### src/rtl/mem_host_master_pkg.sv
// mem_host_master_pkg: MemPortIo request encodings and the master FSM state type.
package mem_host_master_pkg;
    localparam logic M_XRD = 1'b0;
    localparam logic M_XWR = 1'b1;
    localparam logic [2:0] MT_B = 3'd0;
    localparam logic [2:0] MT_H = 3'd1;
    localparam logic [2:0] MT_WORD = 3'd3;
    typedef enum logic [2:0] {ST_IDLE, ST_WR, ST_RD, ST_RD_OUT, ST_DONE} state_e;
endpackage

### src/rtl/mem_host_master.sv
// mem_host_master: host-side MemPortIo initiator for word-aligned single and burst reads/writes
module mem_host_master
  import mem_host_master_pkg::*;
#(
  parameter int AW = 32,
  parameter int DW = 32,
  parameter int LW = 8,
  parameter int TO_W = 8
) (
  input  logic          clk,
  input  logic          rst_n,
  input  logic          cmd_valid,
  output logic          cmd_ready,
  input  logic          cmd_write,
  input  logic [AW-1:0] cmd_addr,
  input  logic [LW-1:0] cmd_len,
  input  logic          wdata_valid,
  output logic          wdata_ready,
  input  logic [DW-1:0] wdata,
  output logic          rdata_valid,
  input  logic          rdata_ready,
  output logic [DW-1:0] rdata,
  output logic          done,
  output logic          busy,
  output logic          err,
  output logic          mem_req_valid,
  output logic [AW-1:0] mem_req_addr,
  output logic [DW-1:0] mem_req_data,
  output logic          mem_req_fcn,
  output logic [2:0]    mem_req_typ,
  input  logic          mem_req_ready,
  input  logic          mem_resp_valid,
  input  logic [DW-1:0] mem_resp_data
);
  localparam logic [2:0] IDLE = ST_IDLE;
  localparam logic [2:0] WR = ST_WR;
  localparam logic [2:0] RD = ST_RD;
  localparam logic [2:0] RD_OUT = ST_RD_OUT;
  localparam logic [2:0] DONE = ST_DONE;
  logic [2:0] state, state_nx;
  logic [AW-1:0] addr;
  logic [LW-1:0] cnt;
  logic wr_hit, rd_hit, out_hit, last, timeout;
  assign wr_hit = state == WR && wdata_valid && mem_req_ready;
  assign rd_hit = state == RD && mem_req_ready && mem_resp_valid;
  assign out_hit = state == RD_OUT && rdata_ready;
  assign last = cnt == '0;
  assign cmd_ready = state == IDLE;
  assign busy = state != IDLE;
  assign done = state == DONE;
  assign wdata_ready = state == WR && mem_req_ready;
  assign rdata_valid = state == RD_OUT;
  assign mem_req_valid = (state == WR && wdata_valid) || state == RD;
  assign mem_req_addr = addr;
  assign mem_req_data = state == WR ? wdata : '0;
  assign mem_req_fcn = state == WR ? M_XWR : M_XRD;
  assign mem_req_typ = MT_WORD;
  always_comb
    state_nx = state == IDLE ? (cmd_valid ? (cmd_write ? WR : RD) : IDLE) :
               timeout ? DONE :
               state == WR ? (wr_hit && last ? DONE : WR) :
               state == RD ? (rd_hit ? RD_OUT : RD) :
               state == RD_OUT ? (out_hit ? (last ? DONE : RD) : RD_OUT) : IDLE;
  always_ff @(posedge clk or negedge rst_n) begin
    if (!rst_n) begin
      state <= IDLE;
      addr <= '0;
      cnt <= '0;
      rdata <= '0;
    end else begin
      state <= state_nx;
      if (state == IDLE && cmd_valid) begin
        addr <= cmd_addr & ~AW'(3);
        cnt <= cmd_len;
      end else if (wr_hit || out_hit) begin
        addr <= addr + AW'(4);
        cnt <= cnt - 1'b1;
      end
      if (rd_hit)
        rdata <= mem_resp_data;
    end
  end
`ifdef MEM_TIMEOUT_EN
  logic [TO_W-1:0] to_cnt;
  logic stall;
  assign stall = mem_req_valid && !(wr_hit || rd_hit);
  assign timeout = stall && &to_cnt;
  always_ff @(posedge clk or negedge rst_n) begin
    if (!rst_n) begin
      to_cnt <= '0;
      err <= 1'b0;
    end else begin
      to_cnt <= (wr_hit || rd_hit || timeout || state == IDLE) ? '0 : stall ? to_cnt + 1'b1 : to_cnt;
      err <= err | timeout;
    end
  end
`else
  assign timeout = 1'b0;
  assign err = 1'b0;
`endif
endmodule

### config.mk
export PLATFORM = sky130hd
export DESIGN_NAME = mem_host_master
export DESIGN_NICKNAME = d
export VERILOG_FILES = /design/src/rtl/mem_host_master_pkg.sv /design/src/rtl/mem_host_master.sv
export SDC_FILE = /design/constraint.sdc
export NUM_CORES = 1
export LEC_CHECK = 0
export CORE_AREA = 2 2 119 87
export CTS_BUF_LIST = sky130_fd_sc_hd__clkbuf_16
export CTS_CLUSTER_DIAMETER = 60
export DETAILED_ROUTE_END_ITERATION = 10
export DIE_AREA = 0 0 121 89
export HOLD_SLACK_MARGIN = 0.12
export PLACE_DENSITY = 0.85
export SLEW_MARGIN = 20
export SYNTH_ARGS = -nofsm -noshare
export SYNTH_HDL_FRONTEND = slang
export SYNTH_SLANG_ARGS = --single-unit
### constraint.sdc
create_clock -name clk -period 4.37 [get_ports clk]
set_input_delay 0.874 -clock clk [delete_from_list [all_inputs] [get_ports clk]]
set_output_delay 0.874 -clock clk [all_outputs]
set_load 0.03 [all_outputs]
==> results of run 1 <==
[state kept, by name, indices dropped and copies added, names as in the netlist]
register and count:
state 3, rdata 32, cnt 8, mem_req_addr 30
[area by class of cell]
type,count,area [sq um]
Fill cell,737,3090
Timing Repair Buffer,213,2120
Clock inverter,7,61.3
Sequential cell,73,1830
Inverter,12,45.0
Clock buffer,9,225
Tap cell,128,160
Multi-Input combinational cell,292,1970
[layer usage]
layer  vias to the layer above  track usage (%)  routed length (microns)
met5                         -                0                        0
met1                      1777             29.7                     5150
met3                         7             5.42                      700
li1                       1787                -                        -
met4                         0             5.50                      112
met2                       121             34.9                     5680
[where the power goes]
| group | internal [W] | switching, W | leakage (nW) |
|---|---|---|---|
| clock network | 0.000435 | 0.000267 | 0.142 |
| registers | 0.00101 | 0.000337 | 0.870 |
| logic | 0.00107 | 0.00133 | 1.46 |
| total | 0.00251 | 0.00194 | 2.47 |
[critical path: stages]
cell and delay, ns:
clkdlybuf4s50_1 0.56, nand3_1 0.10, a21oi_1 0.13, clkdlybuf4s50_1 0.69
[logic make-up after synthesis]
family / after synthesis / synth area share (%)
AOI/OAI and AO/OA: 59 / 8.98
xor gates and xnor gates: 26 / 5.78
adders and majority gates: 3 / 0.952
buffers and inverters: 39 / 4.54
DFF: 73 / 46.3
muxes: 32 / 9.14
other: 2 / 0.190
and+or+nand+nor: 166 / 24.1
[worst min-delay path by stage]
stage                    from        end  slack [ns]  cells past startpoint
global route        rdata[14]  rdata[14]        0.51                      1
CTS                 rdata[16]  rdata[16]        0.51                      1
global placement    rdata[16]  rdata[16]        0.49                      1
floorplan              cnt[5]     cnt[5]        0.51                      2
finish              rdata[14]  rdata[14]        0.50                      1
detailed placement  rdata[16]  rdata[16]        0.49                      1
[through the flow]
step                worst slack, ns  total power, W  instances  hold WS [ns]
floorplan                      1.64         0.00271        404         0.508
global placement               1.18         0.00368        718         0.488
detailed placement             1.15         0.00375        718         0.495
CTS                            1.15         0.00448        734         0.507
global route                   1.08         0.00471        734         0.511
finish                         1.14         0.00444        734         0.503
[cells in the final DEF, fill, tap and decap left out, types with 2 or more instances in the layout]
cell               n
nor3_1            15
clkinv_2           4
a31oi_1            2
or4_1              2
nand2_1           41
o21a_1             2
xnor2_1           22
o21ai_1            7
xor2_1             4
conb_1             6
nor2_1            19
inv_1             12
a211oi_1           2
ha_1               3
nand2b_1           2
a21oi_1           10
nor4_2             5
buf_4              4
nor4_1             8
and2_1            36
nor2b_1            2
nand4_1            8
clkbuf_16          9
nor4_4             3
clkdlybuf4s50_1  209
o21ai_0           23
mux2_2            32
nand3_1           14
dfrtp_1           73
==> flow_summary_export.csv, run 1 <==
group,metric,value,unit
pwr,leakage,2.47,nW
routing,first_pass_iters,4,
worst_setup_path,reg2reg_slack,2.07,ns
worst_setup_path,critPathCaptureType,"output pin",
synthesis,synth_top_area_share,46.3,%
routing,wire_per_inst,15.9,microns
finish,drive_gt1_share,10.9,%
synthesis,ys_async_sr_fraction,100,%
synthesis,ys_types,50,
run,cap_violations,0,
worst_setup_path,cp_max_fo,4,
sta,period_needed,3.23,ns
sta,slew_headroom,38.5,%
synthesis,synth_area,0.00394,sq mm
clock_tree,clkSinkCount,73,
worst_hold_path,hold_path_class,"register to register",
clock_tree,root_buffer,"clkbuf_16",
sta,drv_slew,0,
die,die_h,89,microns
worst_setup_path,ff2ff_path_depth,6,
placement,dpl-instance-area,0.00612,sq mm
die,initial_core_util,41.5,%
sta,tns,0,ns
sta,worst_slew_pin_slew,0.920,ns
placement,io_buffers,210,
finish,utilization,67.5,%
placement,place.gp.congestion,0.848,
clock_tree,htreeDepth,3,
sta,rsz0062_at_grt,"no",
synthesis,synth_common_cells,"dfrtp_1 (73), nand2_1 (41), and2_1 (36), mux2_2 (32), o21ai_0 (24)",
routing,drtIter0Drc,194,
clock_tree,clk_pin_slew,0.05,ns
synthesis,yosysTopAreaCell,"dfrtp_1",
placement,place_hpwl,8730,microns
clock_tree,ctsLongestPathBuffers,2,
clock_tree,numCtsBuffers,9,
die,die_x,121,microns
sta,final.setup_skew,0.00768,ns
synthesis,synth_warnings,0,
worst_setup_path,reg2reg_from,"state[1]",
routing,antenna_left,0,
sta,hold_viol,0,
die,rows,30,
clock_tree,worst_skew_pair.late_latency,0.33,ns
finish,syn_to_final_growth,62.6,%
pwr,ir_worst_vdd,0.403,mV
worst_setup_path,path_class,"primary input to output pin",
worst_setup_path,crit_path_start,"wdata_valid",
routing,wirelength,11600,microns
global_route,grt_overflow,0,
die,die-area,0.0108,sq mm
status,status,"complete, no violations",
worst_setup_path,cp-start-kind,"primary input",
sta,period_share,73.8,%
global_route,antenna_found_initial,0,
pwr,power_density,693,mW/mm^2
die,coreArea,0.00950,sq mm
synthesis,synth_area_leaders,"dfrtp_1 (46%), mux2_2 (9.1%), and2_1 (5.7%)",
global_route,grt_max_degree,74,
synthesis,synth_edf_count,0,
sta,final-setup-viol-count,0,
synthesis,ys.flop_type,"dfrtp_1",
finish,final_nets,716,
clock_tree,cts_hold_buf,0,
clock_tree,cts_setup_buffers,0,
worst_setup_path,critPathCapture,"mem_req_valid",
finish,design_area,0.00641,sq mm
worst_setup_path,cp.required,3.50,ns
sta,max_freq,0.310,GHz
routing,drc,0,
routing,viasPerCell,5.03,
routing,dr_total_vias,3692,
synthesis,yosys.cell_count.top_type,"dfrtp_1",
clock_tree,cts_tree,"built",
worst_setup_path,cp.arrival,2.35,ns
synthesis,syn_inst,400,
global_route,track_usage,21.7,%
worst_setup_path,reg2reg_to,"mem_req_addr[9]",
global_route,grt_pass1_vias,3442,
die,pin_count,219,
synthesis,seq_area_frac_synth,46.3,%
synthesis,syn_area_per_cell,9.86,sq um
global_route,grt_first_pass_wirelength,18000,microns
finish,antenna_cells,0,
clock_tree,post_cts_resized,0,
synthesis,ys_ff_latch,73,
No activity file was read; power rests on OpenSTA's default activity.
==> run 2: changes to the inputs <==
--- a/config.mk
+++ b/config.mk
@@ -5,13 +5,13 @@
 export SDC_FILE = /design/constraint.sdc
 export NUM_CORES = 1
 export LEC_CHECK = 0
-export CORE_AREA = 2 2 119 87
+export CORE_AREA = 2 2 124 90
 export CTS_BUF_LIST = sky130_fd_sc_hd__clkbuf_16
 export CTS_CLUSTER_DIAMETER = 60
 export DETAILED_ROUTE_END_ITERATION = 10
-export DIE_AREA = 0 0 121 89
+export DIE_AREA = 0 0 126 92
 export HOLD_SLACK_MARGIN = 0.12
-export PLACE_DENSITY = 0.85
+export PLACE_DENSITY = 0.79
 export SLEW_MARGIN = 20
 export SYNTH_ARGS = -nofsm -noshare
 export SYNTH_HDL_FRONTEND = slang
==> constraint.sdc (replaced) <==
create_clock -name clk -period 3.05 [get_ports clk]
set_input_delay 0.61 -clock clk [delete_from_list [all_inputs] [get_ports clk]]
set_output_delay 0.61 -clock clk [all_outputs]
set_load 0.03 [all_outputs]
==> flow_summary_export.csv, run 2 (synthesis gave the netlist of run 1 again) <==
group,metric,value,unit
pwr,pwr-share-clk,16.8,%
sta,hold_slack,0.403,ns
clock_tree,cts_tree,"built",
pwr,ir_worst_vdd,0.573,mV
finish,final_nets,722,
global_route,antenna_found_initial,0,
worst_setup_path,reg2reg_from,"mem_req_addr[2]",
routing,drc,0,
finish,syn_to_final_growth,64.6,%
global_route,met3_usage,5.43,%
finish,final_cell_mix,"clkdlybuf4s50_1 (209), dfrtp_1 (73), nand2_1 (41), and2_1 (36), mux2_2 (32)",
clock_tree,ctsLongestPathBuffers,2,
global_route,gr-max-usage-layer,"met2",
clock_tree,cts_hold_buf,0,
die,coreArea,0.0106,sq mm
routing,wire_per_inst,15.7,microns
finish,top_register,"rdata",
sta,drv_slew,0,
status,status,"complete, no violations",
finish,drive_gt1_share,11.6,%
placement,place.gp.congestion,0.813,
sta,final.setup_skew,0.00575,ns
global_route,grtUsageMet2,31.5,%
clock_tree,post_cts_resized,0,
clock_tree,root_buffer,"clkbuf_16",
placement,io_buffers,210,
finish,utilization,61.4,%
finish,layout_commonest_cell,"clkdlybuf4s50_1",
pwr,intPower,0.00370,W
die,initial_core_util,37.3,%
worst_setup_path,reg2reg_to,"mem_req_addr[24]",
worst_setup_path,max_stage_delay,0.67,ns
pwr,p_sw_share,42.9,%
clock_tree,cts_setup_buffers,0,
routing,first_pass_iters,4,
global_route,grt_use_met1,27.6,%
worst_setup_path,crit_chain,"nor3b_2, buf_4, and2_1, clkdlybuf4s50_1",
clock_tree,htreeDepth,3,
global_route,grt_pass1_vias,3596,
run,cap_violations,0,
pwr,pwr-share-comb,53.4,%
sta,tns,0,ns
pwr,netSwitchingPower,0.00278,W
global_route,grt_max_degree,74,
die,die_x,126,microns
finish,num-fill-cells,870,
routing,viasPerCell,4.96,
die,die-area,0.0116,sq mm
routing,drtIter0Drc,228,
worst_setup_path,ff2ff_path_depth,6,
clock_tree,clk_pin_slew,0.06,ns
routing,antenna_left,0,
worst_setup_path,critPathSlowestCell,"clkdlybuf4s50_1",
clock_tree,clkSinkCount,73,
worst_setup_path,path_class,"register to output pin",
global_route,track_usage,19.9,%
worst_setup_path,crit_buf_inv,2,
clock_tree,numCtsBuffers,9,
pwr,seqPwrFrac,29.8,%
placement,place_hpwl,9130,microns
worst_setup_path,cp_max_fo,35,
worst_setup_path,reg2reg_slack,0.75,ns
sta,max_freq,0.345,GHz
pwr,leakage,2.51,nW
finish,antenna_cells,0,
global_route,grt_overflow,0,
worst_setup_path,critPathCapture,"mem_req_data[6]",
routing,wirelength,11800,microns
pwr,power_density,999,mW/mm^2
worst_setup_path,worstSetupPathDepth,4,
worst_setup_path,cp.arrival,2.29,ns
sta,period_share,95.2,%
worst_setup_path,cp.required,2.44,ns
worst_setup_path,cp-start-kind,"register",
worst_setup_path,crit_path_start,"state[0]",
sta,worst_slew_pin_slew,0.925,ns
sta,rsz0062_at_grt,"no",
sta,final-setup-viol-count,0,
worst_setup_path,critPathCaptureType,"output pin",
finish,largest_reg_flops,32,
die,die_h,92,microns
worst_setup_path,crit_family,"buffers and inverters",
clock_tree,worst_skew_pair.late_latency,0.33,ns
die,pin_count,219,
global_route,grt_first_pass_wirelength,18300,microns
worst_hold_path,hold_path_class,"primary input to asynchronous set/reset pin",
sta,hold_viol,0,
sta,period_needed,2.90,ns
sta,slew_headroom,38.3,%
routing,dr_total_vias,3713,
die,rows,32,
-- run 2: cell count changes in the layout (fill, tap and decap cells not counted), sizes merged --
cell / change
bufinv: +1
clkinv: -1
buf: +6
-- run 2: stage by stage --
stage	std cells	total power, W	area, sq um	setup slack, ns
floorplan	404	0.00388	3960	0.586
CTS	748	0.00654	6490	0.143
global placement	732	0.00531	6180	0.324
detailed placement	732	0.00542	6180	0.310
global route	748	0.00683	6490	0.0168
finish	748	0.00648	6490	0.148
-- run 2: how the worst min path moves through the flow --
stage / from / to / cells after the start
floorplan: rst_n / cnt[0] / 0
global placement: rdata[8] / rdata[8] / 1
detailed placement: rdata[13] / rdata[13] / 1
CTS: rst_n / mem_req_addr[5] / 1
global route: rst_n / rdata[2] / 1
finish: rst_n / rdata[2] / 1
-- run 2: power groups by stage --
stage / clock network, W / registers (W) / logic [W]
floorplan: 0 / 0.00265 / 0.00124
global placement: 0 / 0.00190 / 0.00341
detailed placement: 0 / 0.00194 / 0.00347
CTS: 0.00112 / 0.00193 / 0.00349
global route: 0.00116 / 0.00202 / 0.00365
finish: 0.00109 / 0.00193 / 0.00346
-- run 2: cell type report --
class                           count  area [sq um]  share of cell area, %
Inverter                           12          45.0                  0.694
Clock buffer                        9           225                   3.47
Sequential cell                    73          1830                   28.2
Clock inverter                      7          85.1                   1.31
Tap cell                          136           170                   2.62
Multi-Input combinational cell    292          1970                   30.4
Timing Repair Buffer              219          2170                   33.4
-- run 2: worst reg2reg max path: cells and delay by family, from the launching register on --
family	cells	cell delay (ns)
simple gates	3	1.15
flops	1	0.49
compound gates	1	0.07
fa+ha+maj	1	0.30
xor+xnor	1	0.16
-- run 2: routing by layer --
layer	share of wire, %	wire (microns)
met1	45	5300
met2	48	5600
met3	6.6	782
met4	0.73	86
met5	0	0
